[src/rtl/turret_servo_ctrl.sv]
`default_nettype none
// ============================================================================
// Module      : turret_servo_ctrl
// Description : Pan/tilt servo PWM positioner with a fire pulse and cooldown
//               sequencer. Define TURRET_CENTER_EN to add i_center, which
//               recentres both axes at the frame-end update.
// Revision    : 1.0 - initial release
// ============================================================================
module turret_servo_ctrl #(
    parameter int unsigned PERIOD_CYC = 500000,
    parameter int unsigned MIN_CYC    = 25000,
    parameter int unsigned STEP_CYC   = 98,
    parameter int unsigned FIRE_CYC   = 2500000,
    parameter int unsigned COOL_CYC   = 12500000
) (
    input  logic       i_clk,
    input  logic       i_rst,
    input  logic       i_right,
    input  logic       i_left,
    input  logic       i_up,
    input  logic       i_down,
    input  logic       i_trigger,
`ifdef TURRET_CENTER_EN
    input  logic       i_center,
`endif
    output logic       o_pwm_pan,
    output logic       o_pwm_tilt,
    output logic       o_fire,
    output logic       o_busy,
    output logic [7:0] o_pan_pos,
    output logic [7:0] o_tilt_pos
);

    localparam int unsigned     C_CW         = (PERIOD_CYC > 1) ? $clog2(PERIOD_CYC) : 1;
    localparam logic [C_CW-1:0] C_FRAME_LAST = C_CW'(PERIOD_CYC - 1);
    localparam logic [7:0]      C_POS_CENTER = 8'd128;
    localparam int unsigned     C_TMAX       = (FIRE_CYC > COOL_CYC) ? FIRE_CYC : COOL_CYC;
    localparam int unsigned     C_TW         = $clog2(C_TMAX + 1);
    localparam logic [C_TW-1:0] C_FIRE_LAST  = C_TW'(FIRE_CYC - 1);
    localparam logic [C_TW-1:0] C_COOL_LAST  = C_TW'(COOL_CYC - 1);

    function automatic logic [C_CW-1:0] pulse_width(input logic [7:0] pos);
        return C_CW'(MIN_CYC + {24'd0, pos} * STEP_CYC);
    endfunction

    // Saturating one-step move; opposing or absent commands hold position.
    function automatic logic [7:0] step_pos(input logic [7:0] pos,
                                            input logic       inc,
                                            input logic       dec);
        logic [7:0] res;
        res = pos;
        if (inc && !dec && (pos != 8'd255)) begin
            res = pos + 8'd1;
        end else if (dec && !inc && (pos != 8'd0)) begin
            res = pos - 8'd1;
        end
        return res;
    endfunction

    // ------------------------------------------------------------------
    // Frame timing, positions and PWM generation
    // ------------------------------------------------------------------
    logic [C_CW-1:0] r_frame_cnt;
    logic [7:0]      r_pan_pos;
    logic [7:0]      r_tilt_pos;
    logic [C_CW-1:0] r_pan_width;
    logic [C_CW-1:0] r_tilt_width;
    logic            r_pwm_pan;
    logic            r_pwm_tilt;
    logic            w_frame_end;
    logic            w_center;

    assign w_frame_end = (r_frame_cnt == C_FRAME_LAST);

`ifdef TURRET_CENTER_EN
    assign w_center = i_center;
`else
    assign w_center = 1'b0;
`endif

    always_ff @(posedge i_clk) begin
        if (i_rst) begin
            r_frame_cnt  <= '0;
            r_pan_pos    <= C_POS_CENTER;
            r_tilt_pos   <= C_POS_CENTER;
            r_pan_width  <= pulse_width(C_POS_CENTER);
            r_tilt_width <= pulse_width(C_POS_CENTER);
            r_pwm_pan    <= 1'b0;
            r_pwm_tilt   <= 1'b0;
        end else begin
            r_frame_cnt <= w_frame_end ? '0 : r_frame_cnt + 1'b1;

            // Width is captured once per frame so a pulse never changes mid-frame.
            if (r_frame_cnt == '0) begin
                r_pan_width  <= pulse_width(r_pan_pos);
                r_tilt_width <= pulse_width(r_tilt_pos);
            end

            if (w_frame_end) begin
                if (w_center) begin
                    r_pan_pos  <= C_POS_CENTER;
                    r_tilt_pos <= C_POS_CENTER;
                end else begin
                    r_pan_pos  <= step_pos(r_pan_pos, i_right, i_left);
                    r_tilt_pos <= step_pos(r_tilt_pos, i_up, i_down);
                end
            end

            r_pwm_pan  <= (r_frame_cnt < r_pan_width);
            r_pwm_tilt <= (r_frame_cnt < r_tilt_width);
        end
    end

    assign o_pwm_pan  = r_pwm_pan;
    assign o_pwm_tilt = r_pwm_tilt;
    assign o_pan_pos  = r_pan_pos;
    assign o_tilt_pos = r_tilt_pos;

    // ------------------------------------------------------------------
    // Fire sequencer: IDLE -> FIRE (FIRE_CYC) -> COOL (COOL_CYC) -> IDLE
    // ------------------------------------------------------------------
    typedef enum logic [1:0] {
        S_IDLE = 2'd0,
        S_FIRE = 2'd1,
        S_COOL = 2'd2
    } fire_state_t;

    fire_state_t     r_state;
    fire_state_t     w_state_nxt;
    logic [C_TW-1:0] r_tmr;
    logic [C_TW-1:0] w_tmr_nxt;
    logic            r_trig_prev;
    logic            w_trig_rise;

    // History tracks the trigger in every state, so a level held through
    // the lockout produces no edge when IDLE is reached.
    assign w_trig_rise = i_trigger & ~r_trig_prev;

    always_ff @(posedge i_clk) begin
        if (i_rst) begin
            r_state     <= S_IDLE;
            r_tmr       <= '0;
            r_trig_prev <= 1'b0;
        end else begin
            r_state     <= w_state_nxt;
            r_tmr       <= w_tmr_nxt;
            r_trig_prev <= i_trigger;
        end
    end

    always_comb begin
        w_state_nxt = r_state;
        w_tmr_nxt   = r_tmr;
        case (r_state)
            S_IDLE: begin
                if (w_trig_rise) begin
                    w_state_nxt = S_FIRE;
                    w_tmr_nxt   = '0;
                end
            end
            S_FIRE: begin
                if (r_tmr == C_FIRE_LAST) begin
                    w_state_nxt = S_COOL;
                    w_tmr_nxt   = '0;
                end else begin
                    w_tmr_nxt = r_tmr + 1'b1;
                end
            end
            S_COOL: begin
                if (r_tmr == C_COOL_LAST) begin
                    w_state_nxt = S_IDLE;
                    w_tmr_nxt   = '0;
                end else begin
                    w_tmr_nxt = r_tmr + 1'b1;
                end
            end
            default: begin
                w_state_nxt = S_IDLE;
                w_tmr_nxt   = '0;
            end
        endcase
    end

    assign o_fire = (r_state == S_FIRE);
    assign o_busy = (r_state != S_IDLE);

endmodule
`default_nettype wire

[config.mk]
export PLATFORM = sky130hd
export DESIGN_NAME = turret_servo_ctrl
export DESIGN_NICKNAME = d
export VERILOG_FILES = /design/src/rtl/turret_servo_ctrl.sv
export SDC_FILE = /design/constraint.sdc
export NUM_CORES = 1
export LEC_CHECK = 0
export CAP_MARGIN = 30
export CORE_ASPECT_RATIO = 0.8
export CORE_MARGIN = 5
export CORE_UTILIZATION = 38
export CTS_CLUSTER_SIZE = 12
export DETAILED_ROUTE_END_ITERATION = 10
export HOLD_SLACK_MARGIN = 0.12
export PLACE_DENSITY = 0.58
export SLEW_MARGIN = 20
export SYNTH_ARGS = -nofsm -noshare
export SYNTH_HDL_FRONTEND = slang
export SYNTH_SLANG_ARGS = --single-unit
[constraint.sdc]
create_clock -name i_clk -period 3.3 [get_ports i_clk]
set_clock_uncertainty 0.1 [all_clocks]
set_input_delay 0.825 -clock i_clk [delete_from_list [all_inputs] [get_ports i_clk]]
set_output_delay 0.825 -clock i_clk [all_outputs]
set_load 0.01 [all_outputs]
### After elaboration in Yosys (flattened, before gate mapping)

Cells that the tools add are included.

| word-level totals | value |
|---|---|
| bits of input ports | 7 |
| bits in registers | 102 |
| logic and storage cells | 69 |
| output and inout bits | 20 |

| operators by class | value |
|---|---|
| $add $sub $neg | 8 |
| multipliers | 2 |
| bitwise logic cells | 2 |
| muxes and demuxes | 12 |
| magnitude comparators | 2 |
| eq/ne operators | 10 |
| reductions and logical operators | 23 |

Operator list:

| operator | number |
|---|---|
| $mux 24 | 3 |
| $pmux 24 s3 | 1 |
| $lt 19x19->1 | 2 |
| $add 15x15->16 const A | 2 |
| $mux 8 | 4 |
| $mul 8x6->14 const B | 2 |
| $add 24x1->24 const B | 1 |
| $eq 24x22->1 const B | 1 |
| $eq 24x24->1 const B | 1 |
| $add 19x1->19 const B | 1 |
| $eq 19x19->1 const B | 1 |
| $logic_not 19->1 | 1 |
| $add 8x1->8 const B | 2 |
| $ne 8x8->1 const B | 2 |
| $reduce_bool 8->1 | 2 |
| $sub 8x1->8 const B | 2 |
| $logic_and 1x1->1 | 8 |
| $mux 2 | 3 |
| $pmux 2 s3 | 1 |
| $reduce_bool 2->1 | 3 |
| $logic_not 1->1 | 4 |
| $ne 2x2->1 const B | 2 |
| $reduce_and 2->1 | 2 |
| $reduce_and 3->1 | 1 |
| 7 further kinds | 7 |

### Longest topological paths before layout

| depth | value |
|---|---|
| word-level depth | 5 |
| gate-level depth with buffers | 14 |
| mapped depth without buffers | 14 |

### Worst setup path after synthesis

No wires, ideal clock.

| path | value |
|---|---|
| path type | flip-flop to flip-flop |
| start point | register r_tilt_pos[0], in the netlist o_tilt_pos[0] |
| end point | register r_tilt_width[13] |
| clock period less this slack | 3.559 ns |
| arrival | 3.388 ns |
| cell stages (with the launch flop) | 14 |
| required time | 3.129 ns |
| setup time | 0.071 ns |
| path buffers | 0 |
| slack | -0.259 ns |
| cells stage by stage | dfxtp_1 > ha_1 > inv_1 > fa_1 > inv_1 > ha_1 > ha_1 > inv_1 > fa_1 > nand3b_1 > nor4b_1 > nand4_1 > a21o_1 > a21oi_1 |

| on the way | value |
|---|---|
| longest elaborated chain between the ends | 2 |

RTL lines:

| element | line | RTL |
|---|---|---|
| start, declared | 65 | `logic [7:0] r_tilt_pos;` |
| start signal, assigned | 105 | `r_tilt_pos <= step_pos(r_tilt_pos, i_up, i_down);` |
| $mul 8x6->14 | 43 | `return C_CW'(MIN_CYC + {24'd0, pos} * STEP_CYC);` |
| $add 15x15->16 | 43 |  |
| end signal, assigned | 87 | `r_tilt_width <= pulse_width(C_POS_CENTER);` |
| end signal, assigned | 96 | `r_tilt_width <= pulse_width(r_tilt_pos);` |
| end, declared | 67 | `logic [C_CW-1:0] r_tilt_width;` |

No other way between the ends.
A chain may end at the register's enable or synchronous reset.

### Worst setup path after layout

| path | value |
|---|---|
| start point | register r_pan_pos[1], in the netlist o_pan_pos[1] |
| end point | register r_pan_width[13] |

| on the way | value |
|---|---|
| longest elaborated chain between the ends | 2 |

RTL lines:

| element | line | RTL |
|---|---|---|
| start, declared | 64 | `logic [7:0] r_pan_pos;` |
| start signal, assigned | 104 | `r_pan_pos <= step_pos(r_pan_pos, i_right, i_left);` |
| $mul 8x6->14 | 43 |  |
| $add 15x15->16 | 43 |  |
| end signal, assigned | 86 | `r_pan_width <= pulse_width(C_POS_CENTER);` |
| end signal, assigned | 95 | `r_pan_width <= pulse_width(r_pan_pos);` |
| end, declared | 66 | `logic [C_CW-1:0] r_pan_width;` |

No other way between the ends.

==> flow_summary.ini <==
[outcome]
status = complete, no violations

[final_layout]
area_growth_pct = 23.47
fin_nets = 1042
postLayoutCoreUtil_pct = 47.71
fin_cells = 1147
layout-drive-gt1-share_pct = 17.45
design_area_mm2 = 0.008668
n_antenna_cell = 0

[timing]
drv_slew = 0
slew_headroom_pct = 58.63
fin_crit_sh_pct = 99.72
rsz0062_at_grt = yes
hold_violations = 0
max_freq_mhz = 303.9
worst_pin_slew_ns = 0.6191
min_period_ns = 3.291
setup_viol = 0

[setup_path]
r2r-start = o_pan_pos[1]
r2r_slack_ns = 0.009
timing.rr.end = r_pan_width[13]
path_buf_inv = 4
path_class = reg -> reg
worstPathRequired_ns = 3.48
crit_chain = ha_4 -> inv_2 -> fa_1 -> inv_2 -> ha_4 -> ha_4 -> inv_2 -> fa_2 -> nor2b_4 -> o22ai_2 -> xnor2_2 -> buf_4 -> a31o_4 -> a21o_1 -> a21oi_1
critPathMaxFanout = 4
crit_path_max_incr_delay_ns = 0.51
startpoint_type = register
crit_slowest_cell = fa_1
r2r_cells = 15
end_kind = register
cp.arrival_ns = 3.47
crit_family = adder cells

[placed_design]
port_buffers = 26
gp_congestion = 0.8271
postPlaceCellArea_mm2 = 0.008011
dpl.cell_count = 1123
hpwl_mm = 11.99

[global_route]
groute.usage.overall_pct = 15.13
overflow = 0
antenna_found_initial = 0
grt_max_degree = 36
grt_pass1_vias = 5456
grt_pass1_wl_mm = 27.08

[clock_network]
insertion_delay_ns = 0.35
hold_buffers = 0
cts_buffers = 9
cts_tree = built
clk_pin_slew_ns = 0.07
cts_root_buf = clkbuf_16
cts.sinks = 94
cts_buffer_depth = 2
htree_num_levels = 3

[worst_hold_path]
worstHoldEndpoint = r_pan_width[2]
min_path_cells = 2
hold_path.class = reg -> reg
hp-start = r_pan_width[2]

[power_and_ir_drop]
p_switching_mw = 0.7644
power_density_mw_per_mm2 = 311.1
peakVddDrop_v = 0.0002407
leakage_nw = 3.725
p_clk_share_pct = 40.2
pwr-share-comb_pct = 15.5
p_seq_share_pct = 44.3
internal-power_mw = 1.932
swShare_pct = 28.35

[logic_synthesis]
avgSynthCellArea_um2 = 8.541
synth_warnings = 0
synthDistinctLibCells = 61
ys_ff_latch = 94
synth_nets = 952
syn_inst = 822
synth_edf_count = 0
synth-async-reset-ratio_pct = 0
synthesis.area_mm2 = 0.007020
ys_dominant_reg_cell = dfxtp_1
ys_seq_area_share_pct = 26.80

[drt]
wl_per_cell_um = 14.04
postRouteAntennaNets = 0
post-route-drc-count = 0
vias = 5870
dr.first_iter.drc_count = 279
drt_wl_total_mm = 16.10
drt_first_pass_iters = 4
viasPerCell = 5.118

[floorplanning]
num_io_pins = 27
coreArea_mm2 = 0.01817
die_w_um = 162.0
die_h_um = 131.6
core.rowCount = 44
die_area_mm2 = 0.02131
initial_core_util_pct = 38.64

[run]
drv_cap = 0
-- cell usage in the layout, fill, tap and decap left out, drive strengths merged, types with 14 or more instances in the layout --
master	netlist	final
ha	115	115
dfxtp	94	94
nor2	84	84
inv	77	80
buf	4	73
nand2	63	63
a21oi	45	45
xnor2	40	40
nand3	35	35
xor2	29	29
clkdlybuf4s50	0	25
nand4	22	22
o211ai	18	18
o21ai	18	18
a21o	14	14
-- flip-flops by register name, summed over array words and instances, names as in the netlist --
signal,flops
r_tmr,24
r_frame_cnt,19
r_pan_width,15
r_tilt_width,15
o_pan_pos,8
o_tilt_pos,8
r_state,2
o_pwm_pan,1
o_pwm_tilt,1
r_trig_prev,1
-- cell families after synthesis --
group / count (synthesis) / share of synthesized area (%)
AOI/OAI and AO/OA: 138 / 13.60
buffers and inverters: 96 / 5.418
xor gates and xnor gates: 69 / 8.608
muxes: 14 / 2.032
DFF: 94 / 26.80
adders and majority gates: 123 / 22.78
and+or+nand+nor: 288 / 20.76
-- synthesized netlist by cell type (all sizes together) (14+ instances only) --
cell | n | area (um^2)
a21o | 14 | 105.1
clkbuf | 15 | 56.30
nor2 | 84 | 315.3
nand2 | 63 | 236.5
xor2 | 29 | 254.0
xnor2 | 40 | 350.3
a21oi | 45 | 247.7
nand3 | 35 | 175.2
o21ai | 18 | 101.4
ha | 115 | 1439
nand4 | 22 | 137.6
dfxtp | 94 | 1882
inv | 77 | 289.0
o211ai | 18 | 135.1
-- what timing repair did --
| item | in CTS | in global routing |
|---|---|---|
| pin swaps | 4 | 32 |
| buffers inserted | 0 | 9 |
| resized for setup | 7 | 41 |
| endpoints found under the setup margin | 9 | 13 |
-- through the flow --
step	hold slack, ns	worst slack (ns)	TNS [ns]	power, mW
6_report	0.3541	0.009400	0	2.697
5_1_grt	0.3693	-0.07643	-0.4493	2.822
4_1_cts	0.3568	0.0003686	0	2.730
3_5_place_dp	0.3485	-0.2019	-0.6088	1.642
3_3_place_gp	0.3409	-0.1302	-0.3029	1.635
2_1_floorplan	0.3318	0.008402	0	1.508
-- layout make-up --
cell class              instances  area (um^2)
multi-input cells             632         5087
fillers                      1783         9499
flip-flops and latches         94         1899
repair buffers                 98        799.5
well taps                     230        287.8
clock buffers                   9        225.2
inverters                      77        289.0
clock inverters                 7        80.08
-- power groups by stage --
stage / Combinational [mW] / Clock [mW] / Sequential, mW
2_1_floorplan: 0.291 / 0 / 1.22
3_3_place_gp: 0.413 / 0 / 1.22
3_5_place_dp: 0.419 / 0 / 1.22
4_1_cts: 0.422 / 1.11 / 1.20
5_1_grt: 0.472 / 1.15 / 1.20
6_report: 0.418 / 1.08 / 1.19
-- worst max path at each step --
stage | start | end | slack (ns) | cells past startpoint
floorplan | o_tilt_pos[1] | r_tilt_width[14] | 0.008 | 14
global placement | i_down | o_tilt_pos[7] | -0.13 | 9
detailed placement | i_left | o_pan_pos[7] | -0.20 | 9
CTS | o_pan_pos[1] | r_pan_width[14] | 0.0004 | 14
global route | o_tilt_pos[1] | r_tilt_width[13] | -0.08 | 15
finish | o_pan_pos[1] | r_pan_width[13] | 0.009 | 15
-- worst min-delay path: stages, from the launching register on --
cell     delay (ns)
dfxtp_1        0.31
nand2_1        0.05
a21oi_1        0.05
-- metal layers --
metal  global-route usage, %  up-vias  part of all wire, %
li1                        -     3075                    -
met1                   22.86     2721                   55
met2                   22.40       60                   42
met3                   2.567       14                  2.5
met4                   3.523        0                  1.1
met5                       0        -                    0
No activity file was read; power rests on OpenSTA's default activity.
